### src/rtl/operand_bank_writer_pkg.sv
`default_nettype none
// ============================================================================
//  Module      : operand_bank_writer_pkg
//  Description : Shared constants and helpers for the operand bank writer:
//                bank geometry, source-code encoding for commit tracing and
//                a slicing helper for the flat per-requester buses.
//  Revision    : 1.0  initial release
// ============================================================================
package operand_bank_writer_pkg;

    // Bank geometry: eight operand entries addressed by a 3-bit index.
    localparam int NREG  = 8;
    localparam int SEL_W = 3;

    // Value of the commit_src MSB when the write came from the external load
    // port; the low bits are then zero.
    localparam logic SRC_LOAD = 1'b1;

    // Upper bounds for the generic slicing helper. Any flat bus handed to
    // slice_field must fit in MAX_BUS_W bits and any field in MAX_FIELD_W.
    localparam int MAX_BUS_W   = 4096;
    localparam int MAX_FIELD_W = 256;

    // Extract field number idx (each field_w bits wide, field 0 at the LSB)
    // from a flat bus. The caller truncates the result to the field width.
    function automatic logic [MAX_FIELD_W-1:0] slice_field(
        input logic [MAX_BUS_W-1:0] bus,
        input int unsigned          idx,
        input int unsigned          field_w
    );
        return MAX_FIELD_W'(bus >> (idx * field_w));
    endfunction

endpackage : operand_bank_writer_pkg
`default_nettype wire

### src/rtl/operand_bank_writer_rr_arbiter.sv
`default_nettype none
// ============================================================================
//  Module      : rr_arbiter
//  Description : Combinational round-robin arbiter. Grants the first asserted
//                request at or after the pointer, wrapping modulo NREQ. The
//                pointer register is owned by the instantiating module.
//  Ports       : i_req      request vector, one bit per requester
//                i_ptr      index of the highest-priority requester
//                i_en       when low no grant is issued
//                o_gnt      one-hot grant (or zero)
//                o_gnt_idx  binary index of the granted requester
//                o_any_gnt  a grant was issued
//  Revision    : 1.0  initial release
// ============================================================================
module rr_arbiter #(
    parameter int NREQ  = 4,
    parameter int IDX_W = $clog2(NREQ)
) (
    input  logic [NREQ-1:0]  i_req,
    input  logic [IDX_W-1:0] i_ptr,
    input  logic             i_en,
    output logic [NREQ-1:0]  o_gnt,
    output logic [IDX_W-1:0] o_gnt_idx,
    output logic             o_any_gnt
);

    // One extra bit so ptr + offset can be formed before the wrap.
    localparam logic [IDX_W:0] c_nreq = (IDX_W+1)'(NREQ);

    logic [IDX_W:0] w_cand;

    always_comb begin
        o_gnt     = '0;
        o_gnt_idx = '0;
        o_any_gnt = 1'b0;
        w_cand    = '0;
        if (i_en) begin
            for (int k = 0; k < NREQ; k++) begin
                w_cand = {1'b0, i_ptr} + (IDX_W+1)'(k);
                if (w_cand >= c_nreq) begin
                    w_cand = w_cand - c_nreq;
                end
                if (!o_any_gnt && i_req[w_cand[IDX_W-1:0]]) begin
                    o_gnt[w_cand[IDX_W-1:0]] = 1'b1;
                    o_gnt_idx                = w_cand[IDX_W-1:0];
                    o_any_gnt                = 1'b1;
                end
            end
        end
    end

endmodule : rr_arbiter
`default_nettype wire

### src/rtl/operand_bank_writer.sv
`default_nettype none
// ============================================================================
//  Module      : operand_bank_writer
//  Description : Write-back end of the cell operand network. Owns the 8-entry
//                operand bank feeding in0..in7 of every compute cell, accepts
//                results from NREQ cells plus one external load port and
//                commits at most one write per cycle, reporting each commit.
//  Ports       : clk, reset            clock / synchronous active-high reset
//                ld_valid/dest/data    external load, always accepted
//                wr_valid/dest/data    per-cell result requests (flat buses)
//                wr_ready              per-cell grant, combinational
//                out0..out7            registered bank entries
//                commit_valid/dest/src registered record of the last commit
//  Revision    : 1.0  initial release
// ============================================================================
module operand_bank_writer
    import operand_bank_writer_pkg::*;
#(
    parameter int WIDTH = 32,
    parameter int NREQ  = 4
) (
    input  logic                       clk,
    input  logic                       reset,
    input  logic                       ld_valid,
    input  logic [2:0]                 ld_dest,
    input  logic [WIDTH-1:0]           ld_data,
    input  logic [NREQ-1:0]            wr_valid,
    input  logic [3*NREQ-1:0]          wr_dest,
    input  logic [WIDTH*NREQ-1:0]      wr_data,
    output logic [NREQ-1:0]            wr_ready,
    output logic [WIDTH-1:0]           out0,
    output logic [WIDTH-1:0]           out1,
    output logic [WIDTH-1:0]           out2,
    output logic [WIDTH-1:0]           out3,
    output logic [WIDTH-1:0]           out4,
    output logic [WIDTH-1:0]           out5,
    output logic [WIDTH-1:0]           out6,
    output logic [WIDTH-1:0]           out7,
    output logic                       commit_valid,
    output logic [2:0]                 commit_dest,
    output logic [$clog2(NREQ):0]      commit_src
);

    localparam int IDX_W = $clog2(NREQ);
    localparam int SRC_W = IDX_W + 1;

    // ------------------------------------------------------------------
    // Unpack the flat request buses into per-requester arrays
    // ------------------------------------------------------------------
    logic [SEL_W-1:0] w_req_dest [NREQ];
    logic [WIDTH-1:0] w_req_data [NREQ];

    for (genvar gi = 0; gi < NREQ; gi++) begin : g_unpack
        assign w_req_dest[gi] = SEL_W'(slice_field(MAX_BUS_W'(wr_dest), gi, SEL_W));
        assign w_req_data[gi] = WIDTH'(slice_field(MAX_BUS_W'(wr_data), gi, WIDTH));
    end

    // ------------------------------------------------------------------
    // State
    // ------------------------------------------------------------------
    logic [WIDTH-1:0] bank_q [NREG];
    logic [WIDTH-1:0] bank_d [NREG];
    logic [IDX_W-1:0] ptr_q;
    logic [IDX_W-1:0] ptr_d;
    logic             commit_valid_q;
    logic             commit_valid_d;
    logic [SEL_W-1:0] commit_dest_q;
    logic [SEL_W-1:0] commit_dest_d;
    logic [SRC_W-1:0] commit_src_q;
    logic [SRC_W-1:0] commit_src_d;

    // ------------------------------------------------------------------
    // Cell arbitration. A pending external load (or reset) suppresses all
    // cell grants; wr_ready depends only on inputs and the pointer.
    // ------------------------------------------------------------------
    logic             w_arb_en;
    logic [NREQ-1:0]  w_grant;
    logic [IDX_W-1:0] w_grant_idx;
    logic             w_any_grant;

    assign w_arb_en = !reset && !ld_valid;

    rr_arbiter #(
        .NREQ  (NREQ),
        .IDX_W (IDX_W)
    ) u_rr_arbiter (
        .i_req     (wr_valid),
        .i_ptr     (ptr_q),
        .i_en      (w_arb_en),
        .o_gnt     (w_grant),
        .o_gnt_idx (w_grant_idx),
        .o_any_gnt (w_any_grant)
    );

    assign wr_ready = w_grant;

    // ------------------------------------------------------------------
    // Write selection and next-state
    // ------------------------------------------------------------------
    always_comb begin
        bank_d         = bank_q;
        ptr_d          = ptr_q;
        commit_valid_d = 1'b0;
        commit_dest_d  = commit_dest_q;
        commit_src_d   = commit_src_q;

        if (ld_valid) begin
            bank_d[ld_dest] = ld_data;
            commit_valid_d  = 1'b1;
            commit_dest_d   = ld_dest;
            commit_src_d    = {SRC_LOAD, IDX_W'(0)};
        end else if (w_any_grant) begin
            bank_d[w_req_dest[w_grant_idx]] = w_req_data[w_grant_idx];
            commit_valid_d = 1'b1;
            commit_dest_d  = w_req_dest[w_grant_idx];
            commit_src_d   = {1'b0, w_grant_idx};
            // Granted requester drops to lowest priority next time round.
            if (w_grant_idx == IDX_W'(NREQ - 1)) begin
                ptr_d = '0;
            end else begin
                ptr_d = w_grant_idx + IDX_W'(1);
            end
        end
    end

    always_ff @(posedge clk) begin
        if (reset) begin
            for (int r = 0; r < NREG; r++) begin
                bank_q[r] <= '0;
            end
            ptr_q          <= '0;
            commit_valid_q <= 1'b0;
            commit_dest_q  <= '0;
            commit_src_q   <= '0;
        end else begin
            bank_q         <= bank_d;
            ptr_q          <= ptr_d;
            commit_valid_q <= commit_valid_d;
            commit_dest_q  <= commit_dest_d;
            commit_src_q   <= commit_src_d;
        end
    end

    // ------------------------------------------------------------------
    // Outputs
    // ------------------------------------------------------------------
    assign out0         = bank_q[0];
    assign out1         = bank_q[1];
    assign out2         = bank_q[2];
    assign out3         = bank_q[3];
    assign out4         = bank_q[4];
    assign out5         = bank_q[5];
    assign out6         = bank_q[6];
    assign out7         = bank_q[7];
    assign commit_valid = commit_valid_q;
    assign commit_dest  = commit_dest_q;
    assign commit_src   = commit_src_q;

endmodule : operand_bank_writer
`default_nettype wire
### config.mk
export PLATFORM = sky130hd
export DESIGN_NAME = operand_bank_writer
export DESIGN_NICKNAME = d
export VERILOG_FILES = /design/src/rtl/operand_bank_writer_pkg.sv /design/src/rtl/operand_bank_writer_rr_arbiter.sv /design/src/rtl/operand_bank_writer.sv
export SDC_FILE = /design/constraint.sdc
export NUM_CORES = 1
export LEC_CHECK = 0
export CAP_MARGIN = 5
export CORE_MARGIN = 2
export CORE_UTILIZATION = 40
export CTS_CLUSTER_SIZE = 30
export DETAILED_ROUTE_END_ITERATION = 7
export MAX_ROUTING_LAYER = met4
export PLACE_DENSITY = 0.71
export SLEW_MARGIN = 20
export SYNTH_ARGS = -nofsm -noshare
export SYNTH_HDL_FRONTEND = slang
export SYNTH_SLANG_ARGS = --single-unit
### constraint.sdc
create_clock -name clk -period 12 [get_ports clk]
set_input_delay 3 -clock clk [delete_from_list [all_inputs] [get_ports clk]]
set_output_delay 3 -clock clk [all_outputs]
set_load 0.05 [all_outputs]
=== Word level (Yosys, flattened, before mapping) ===
Index checks and enable logic that the tools add are counted.

* Bits in registers: 265
* Output and inout port bits: 267
* Word-level logic and storage cells: 130

* Add/sub/neg operators: 8
* Magnitude comparators: 17
* Equality and inequality tests: 1
* Muxes and demuxes: 66
* Bitwise gates (word level): 7
* Reduce and logical (&&, ||, !) cells: 18

{| class="wikitable"
|+ Operators with widths
! kind !! number
|-
| $bwmux 256 || 2
|-
| $mux 256 || 2
|-
| $demux 32 s3 || 2
|-
| $mux 32 || 4
|-
| $bmux 32 s2 || 1
|-
| $mux 4 || 8
|-
| $mux 2 || 14
|-
| $mux 1 || 18
|-
| $mux 3 || 6
|-
| $ge 3x3->1 const B || 4
|-
| $lt 2x3->1 const B || 4
|-
| $or 4x4->4 || 3
|-
| $logic_and 1x1->1 || 10
|-
| $bmux 1 s2 || 4
|-
| $demux 1 s2 || 4
|-
| $ge 2x1->1 const B || 4
|-
| $ge 4x4->1 const B || 2
|-
| $lt 4x1->1 const B || 2
|-
| $not 3->4 || 2
|-
| $sub 2x1->2 const B || 4
|-
| $add 2x2->3 const B || 2
|-
| $bmux 3 s2 || 1
|-
| $logic_not 1->1 || 5
|-
| $add 2x1->3 const B || 1
|-
| other kinds (8) || 8
|}

=== Logic depth before layout (Yosys ltp) ===
* Word-level depth: 31
* Gate-level depth with buffers: 17
* Mapped depth without buffers: 11

=== Hierarchy ===
Synthesis repeated with hierarchy kept, for this count alone.

* Cells, all modules: 1428
* Area total of the unflattened synthesis: 13680.6 um^2

{| class="wikitable"
|+ By module, submodules not included
! module !! instances !! cells each !! area each (um^2) !! seq. area each (um^2)
|-
| operand_bank_writer || 1 || 1370 || 13145.1 || 5305.1
|-
| rr_arbiter || 1 || 58 || 535.5 || 0.0
|}

=== Worst setup path after synthesis ===
No wires, ideal clock.

* Kind: input -> output
* Start: in wr_valid[3]
* End: out wr_ready[0]
* Data arrival time: 4870 ps
* Data required time: 9000 ps
* Path slack: 4130 ps
* Cell stages on the path: 8
* Buffers on the path: 1
* Cell sequence: buf_2 -> mux2i_1 -> mux2i_1 -> a211oi_1 -> a22oi_1 -> nor2_1 -> a221oi_1 -> nor2_1

* Word-level cells in the longest chain between the ends: 16
* Elaborated cells between the ends (all ways): 31

{| class="wikitable"
|+ Ends and longest elaborated chain
! item !! line !! RTL
|-
| start: declaration || operand_bank_writer.sv:27 || <nowiki>input logic [NREQ-1:0] wr_valid,</nowiki>
|-
| $bmux 1 s2 || operand_bank_writer_rr_arbiter.sv:43 || <nowiki>if (!o_any_gnt && i_req[w_cand[IDX_W-1:0]]) begin</nowiki>
|-
| $mux 1 (not written as such) || operand_bank_writer_rr_arbiter.sv:43 ||
|-
| $mux 1 || operand_bank_writer_rr_arbiter.sv:43 ||
|-
| $mux 1 || operand_bank_writer_rr_arbiter.sv:37 || <nowiki>if (i_en) begin</nowiki>
|-
| $logic_not 1->1 || operand_bank_writer_rr_arbiter.sv:43 ||
|-
| $logic_and 1x1->1 || operand_bank_writer_rr_arbiter.sv:43 ||
|-
| $mux 1 || operand_bank_writer_rr_arbiter.sv:43 ||
|-
| $mux 1 || operand_bank_writer_rr_arbiter.sv:37 ||
|-
| $logic_not 1->1 || operand_bank_writer_rr_arbiter.sv:43 ||
|-
| $logic_and 1x1->1 || operand_bank_writer_rr_arbiter.sv:43 ||
|-
| $mux 1 || operand_bank_writer_rr_arbiter.sv:43 ||
|-
| $mux 1 || operand_bank_writer_rr_arbiter.sv:37 ||
|-
| $logic_not 1->1 || operand_bank_writer_rr_arbiter.sv:43 ||
|-
| $logic_and 1x1->1 || operand_bank_writer_rr_arbiter.sv:43 ||
|-
| $mux 4 (*) || operand_bank_writer_rr_arbiter.sv:43 ||
|-
| $mux 4 (*) || operand_bank_writer_rr_arbiter.sv:37 ||
|-
| end: declaration || operand_bank_writer.sv:30 || <nowiki>output logic [NREQ-1:0] wr_ready,</nowiki>
|}

Mark *: on every way between the ends. The rest lies on a longest branch, timed or not. The select of a mux whose other input is x is not followed.

=== Worst setup path in the final report ===
Ends and elaborated chain as after synthesis.

==> load_flow_metrics.sql <==
INSERT INTO impl_metrics (metric_group, metric, value, unit) VALUES
('synth', 'synth.avg_cell_area', '8.45', 'sq um'),
('synth', 'synthesis.yosys.warnings', '0', ''),
('drt', 'drt-total-wl', '64400', 'um'),
('drt', 'routed_wire_length_per_instance', '26.4', 'um'),
('clocking', 'clkSlewWorstSetupHoldPaths', '60', 'ps'),
('synth', 'post_synth_instance_area', '14100', 'sq um'),
('setup_path', 'critical_path_class', 'in -> out', ''),
('timing', 'slew_violations', '0', ''),
('timing', 'rsz0062_at_grt', 'false', ''),
('cells_and_area', 'design_area', '19700', 'sq um'),
('run_status', 'status', 'completed', ''),
('die', 'initial_core_util', '40.6', '%'),
('die', 'ios', '449', ''),
('clocking', 'cts-buffers-inserted', '28', ''),
('global_route', 'antenna_violations_before_repair', '2', ''),
('pwr', 'power.density', '153', 'nW/um^2'),
('clocking', 'clock_insertion_delay_worst_skew', '570', 'ps'),
('die', 'placeableCoreArea', '34600', 'sq um'),
('setup_path', 'cp.required', '9000', 'ps'),
('die', 'number_of_rows_in_the_core_area', '68', ''),
('placement', 'numPortBuffers', '448', ''),
('drt', 'detailedRoute.firstPassIterationCount', '6', ''),
('cells_and_area', 'finalNetCount', '2146', ''),
('timing', 'timing.fmax', '111', 'MHz'),
('cells_and_area', 'layout.area.seq', '5310', 'sq um'),
('global_route', 'grt_start_max_net_pins', '162', ''),
('clocking', 'ctsLongestPathBuffers', '3', ''),
('cells_and_area', 'nFillCells', '3081', ''),
('setup_path', 'critPathLaunchType', 'input pin', ''),
('timing', 'tns', '0', 'ps'),
('drt', 'vias', '15659', ''),
('clocking', 'cts-resized-gates', '0', ''),
('synth', 'synth-main-ff-cell', 'sky130_fd_sc_hd__dfxtp_1', ''),
('clocking', 'cts_hold_repair.buffers', '0', ''),
('clocking', 'cts.repair_timing.setup_buffer_count', '0', ''),
('synth', 'synth_sequential_area_ratio', '37.7', '%'),
('drt', 'detail_route.iter0.violations', '2017', ''),
('placement', 'dpl_cell_area', '18500', 'sq um'),
('pwr', 'static-leakage-power', '0.00954', 'uW'),
('flow_run', 'max_cap_viol', '0', ''),
('timing', 'min_period', '9010', 'ps'),
('synth', 'cells_after_synth', '1666', ''),
('timing', 'clock-skew-final', '34.3', 'ps'),
('timing', 'report.final.hold_viol_count', '0', ''),
('synth', 'synth-edff-count', '0', ''),
('setup_path', 'critPathMaxFanout', '9', ''),
('setup_path', 'arrival_time_at_the_worst_endpoint', '6010', 'ps'),
('synth', 'yosys_register_bits', '265', ''),
('setup_path', 'cp_num_buf_inv', '2', ''),
('placement', 'finalWeightedCongestion', '0.985', ''),
('clocking', 'cts_max_level', '1', ''),
('clocking', 'root_buffer', 'sky130_fd_sc_hd__clkbuf_16', ''),
('global_route', 'via_count_of_the_first_global_routing_pass', '14885', ''),
('placement', 'hpwlAfterDp', '43100', 'um'),
('pwr', 'ir_worst_vdd', '0.0000968', 'V'),
('clocking', 'cts_tree', 'done', ''),
('setup_path', 'cp_top_family', 'buffers and inverters', ''),
('drt', 'route.detailed.vias_per_inst', '6.43', ''),
('synth', 'async_flop_share', '0', '%'),
('drt', 'antenna_violation_net_count_after_detailed_routing', '0', ''),
('die', 'die_height', '192', 'um'),
('setup_path', 'crit_path_top_delay_cell', 'sky130_fd_sc_hd__clkdlybuf4s50_1', ''),
('setup_path', 'cp_cell_sequence', 'clkdlybuf4s50_1 > mux2i_1 > mux2i_1 > a211oi_1 > a22oi_1 > nor2_1 > a221oi_1 > nor2_1 > clkdlybuf4s50_1', ''),
('setup_path', 'crit_path_max_incr_delay', '810', 'ps'),
('die', 'die_x', '192', 'um'),
('timing', 'setup-violations-final', '0', ''),
('clocking', 'cts.sinks', '265', ''),
('synth', 'ys_types', '54', ''),
('hold_path', 'hold_path_class', 'reg -> reg', ''),
('drt', 'drc', '0', ''),
('cells_and_area', 'syn2layout_area_growth', '39.8', '%'),
('timing', 'tightestPinTransition', '1100', 'ps'),
('cells_and_area', 'fraction_of_layout_cells_with_a_size_suffix_above_1', '6.42', '%'),
('synth', 'post_synthesis_net_count', '1856', ''),
('global_route', 'groute.usage.overall', '34.4', '%'),
('global_route', 'grt_overflow_total', '0', ''),
('cells_and_area', 'multi_input_logic_area', '7920', 'sq um'),
('die', 'die-area', '36700', 'sq um'),
('setup_path', 'worstSetupEndpointType', 'output pin', ''),
('timing', 'final_worst_path_cycle_share', '75.1', '%'),
('timing', 'maxSlewHeadroom', '26.5', '%'),
('global_route', 'grt_first_pass_wirelength', '93500', 'um');
worst reg2reg max path, cell delays in order, from the launching register on:
cell and delay [ps]:
sky130_fd_sc_hd__dfxtp_1 580, sky130_fd_sc_hd__inv_1 240, sky130_fd_sc_hd__ha_1 540, sky130_fd_sc_hd__mux2i_1 180
sky130_fd_sc_hd__o31ai_1 480, sky130_fd_sc_hd__a221o_1 230, sky130_fd_sc_hd__buf_4 400, sky130_fd_sc_hd__mux2_2 480
sky130_fd_sc_hd__mux4_2 920, sky130_fd_sc_hd__nand2_2 430, sky130_fd_sc_hd__nor3_4 700, sky130_fd_sc_hd__buf_4 450
sky130_fd_sc_hd__o22ai_1 180, sky130_fd_sc_hd__o211a_1 150
state kept, by name (all words and copies together), names as in the netlist, 2 cells and up:
| signal | flops |
|---|---|
| out0 | 32 |
| out1 | 32 |
| out2 | 32 |
| out3 | 32 |
| out4 | 32 |
| out5 | 32 |
| out6 | 32 |
| out7 | 32 |
| commit_dest | 3 |
| commit_src | 3 |
| ptr_q | 2 |
cells by family (layout without fill, tap and decap cells):
kind of cell,after synthesis,after routing,synth area share [%]
AO/OA/AOI/OAI,656,656,37.2
AND/OR/NAND/NOR,463,463,13.7
flip-flops,265,265,37.7
buffers and inverters,228,540,7.20
multiplexers,45,45,3.45
adder cells (fa/ha/maj),8,8,0.711
XOR/XNOR,1,1,0.0623
other,0,4,0
metal layers:
metal  vias up  track usage (%)  part of all wire [%]
li1       6930                -                     -
met1      7578             43.9                    40
met2       992             54.2                    46
met3       159             6.26                    10
met4         0             12.7                   3.5
met5         -                -                     0
placed cells by master, fill, tap and decap left out, types with 2 or more instances in the layout:
cell / synthesis / routed
sky130_fd_sc_hd__nand2_2: 3 / 5
sky130_fd_sc_hd__o311a_1: 32 / 32
sky130_fd_sc_hd__ha_1: 8 / 8
sky130_fd_sc_hd__and2_1: 2 / 2
sky130_fd_sc_hd__mux2_1: 2 / 2
sky130_fd_sc_hd__clkbuf_16: 0 / 28
sky130_fd_sc_hd__buf_16: 0 / 3
sky130_fd_sc_hd__inv_1: 8 / 7
sky130_fd_sc_hd__nor3_4: 1 / 6
sky130_fd_sc_hd__o211a_1: 226 / 226
sky130_fd_sc_hd__o21ai_4: 0 / 6
sky130_fd_sc_hd__bufinv_16: 0 / 6
sky130_fd_sc_hd__a22oi_1: 5 / 5
sky130_fd_sc_hd__nor3b_1: 2 / 2
sky130_fd_sc_hd__diode_2: 0 / 4
sky130_fd_sc_hd__o21ai_2: 4 / 4
sky130_fd_sc_hd__nand2_1: 108 / 106
sky130_fd_sc_hd__a221oi_1: 36 / 36
sky130_fd_sc_hd__clkbuf_1: 99 / 2
sky130_fd_sc_hd__o22ai_1: 322 / 322
sky130_fd_sc_hd__nor3_1: 5 / 5
sky130_fd_sc_hd__nor2_1: 284 / 281
sky130_fd_sc_hd__clkbuf_8: 0 / 6
sky130_fd_sc_hd__dfxtp_1: 265 / 264
sky130_fd_sc_hd__clkinv_2: 0 / 7
sky130_fd_sc_hd__nor2b_1: 3 / 2
sky130_fd_sc_hd__clkdlybuf4s50_1: 0 / 448
sky130_fd_sc_hd__nand2b_1: 3 / 2
sky130_fd_sc_hd__a211oi_1: 4 / 3
sky130_fd_sc_hd__a211oi_2: 3 / 3
sky130_fd_sc_hd__nor2_4: 0 / 2
sky130_fd_sc_hd__mux2_2: 3 / 3
sky130_fd_sc_hd__mux4_2: 2 / 2
sky130_fd_sc_hd__a21oi_1: 7 / 7
sky130_fd_sc_hd__o21ai_0: 3 / 3
sky130_fd_sc_hd__nand3_1: 37 / 36
sky130_fd_sc_hd__buf_4: 2 / 29
sky130_fd_sc_hd__mux2i_1: 37 / 37
path summary, 6_finish.rpt:
path | startpoint | depth (start not counted) | endpoint | slack, ps
max | wr_valid[3] | 9 | wr_ready[0] | 2990
min reg2reg | commit_src[1] | 2 | commit_src[1] | 460
min | commit_src[1] | 2 | commit_src[1] | 460
max reg2reg | ptr_q[1] | 13 | out6[22] | 5930
power breakdown:
group | total, uW | internal, uW | leakage (uW) | switching, uW
clock network | 979 | 594 | 0.000514 | 385
logic | 1040 | 326 | 0.00686 | 711
registers | 996 | 947 | 0.00216 | 48.5
total | 3010 | 1870 | 0.00954 | 1140
synthesized netlist by cell type (3+ instances only):
cell type	n	area, sq um
sky130_fd_sc_hd__a221oi_1	36	315
sky130_fd_sc_hd__o311a_1	32	320
sky130_fd_sc_hd__nor3_2	5	50.1
sky130_fd_sc_hd__mux2i_1	37	370
sky130_fd_sc_hd__nand2_2	3	18.8
sky130_fd_sc_hd__buf_2	72	360
sky130_fd_sc_hd__buf_6	8	90.1
sky130_fd_sc_hd__mux2_2	3	33.8
sky130_fd_sc_hd__a22oi_1	5	37.5
sky130_fd_sc_hd__o21ai_0	3	15.0
sky130_fd_sc_hd__nor3_1	5	25.0
sky130_fd_sc_hd__o21ai_2	4	35.0
sky130_fd_sc_hd__inv_1	8	30.0
sky130_fd_sc_hd__buf_1	39	146
sky130_fd_sc_hd__nand2_1	108	405
sky130_fd_sc_hd__dfxtp_1	265	5310
sky130_fd_sc_hd__ha_1	8	100
sky130_fd_sc_hd__clkbuf_1	99	372
sky130_fd_sc_hd__o21ai_1	6	30.0
sky130_fd_sc_hd__a211oi_2	3	37.5
sky130_fd_sc_hd__nor2_1	284	1070
sky130_fd_sc_hd__nand2b_1	3	18.8
sky130_fd_sc_hd__a211oi_1	4	30.0
sky130_fd_sc_hd__a21oi_1	7	35.0
sky130_fd_sc_hd__nand3_1	37	185
sky130_fd_sc_hd__o22ai_1	322	2010
sky130_fd_sc_hd__o211a_1	226	2260
sky130_fd_sc_hd__nor2b_1	3	18.8
area by class of cell:
cell class,count,share of cell area (%)
Antenna cell,4,0.0509
Clock buffer,36,4.02
Clock inverter,16,1.26
Inverter,8,0.191
Multi-Input combinational cell,1173,40.3
Sequential cell,265,27.0
Tap cell,455,2.89
Timing Repair Buffer,480,24.3
stage by stage:
step	utilization (%)	setup slack (ps)	power, uW	instances	hold slack, ps
floorplan	-	4130	1660	1666	658
detailed placement	53.5	3060	2030	2378	451
finish	56.8	2990	3010	2437	460
global placement	53.5	3210	2010	2378	442
global route	56.8	2790	3110	2435	491
CTS	56.5	3050	3000	2430	461
(Power assumes the default switching activity.)
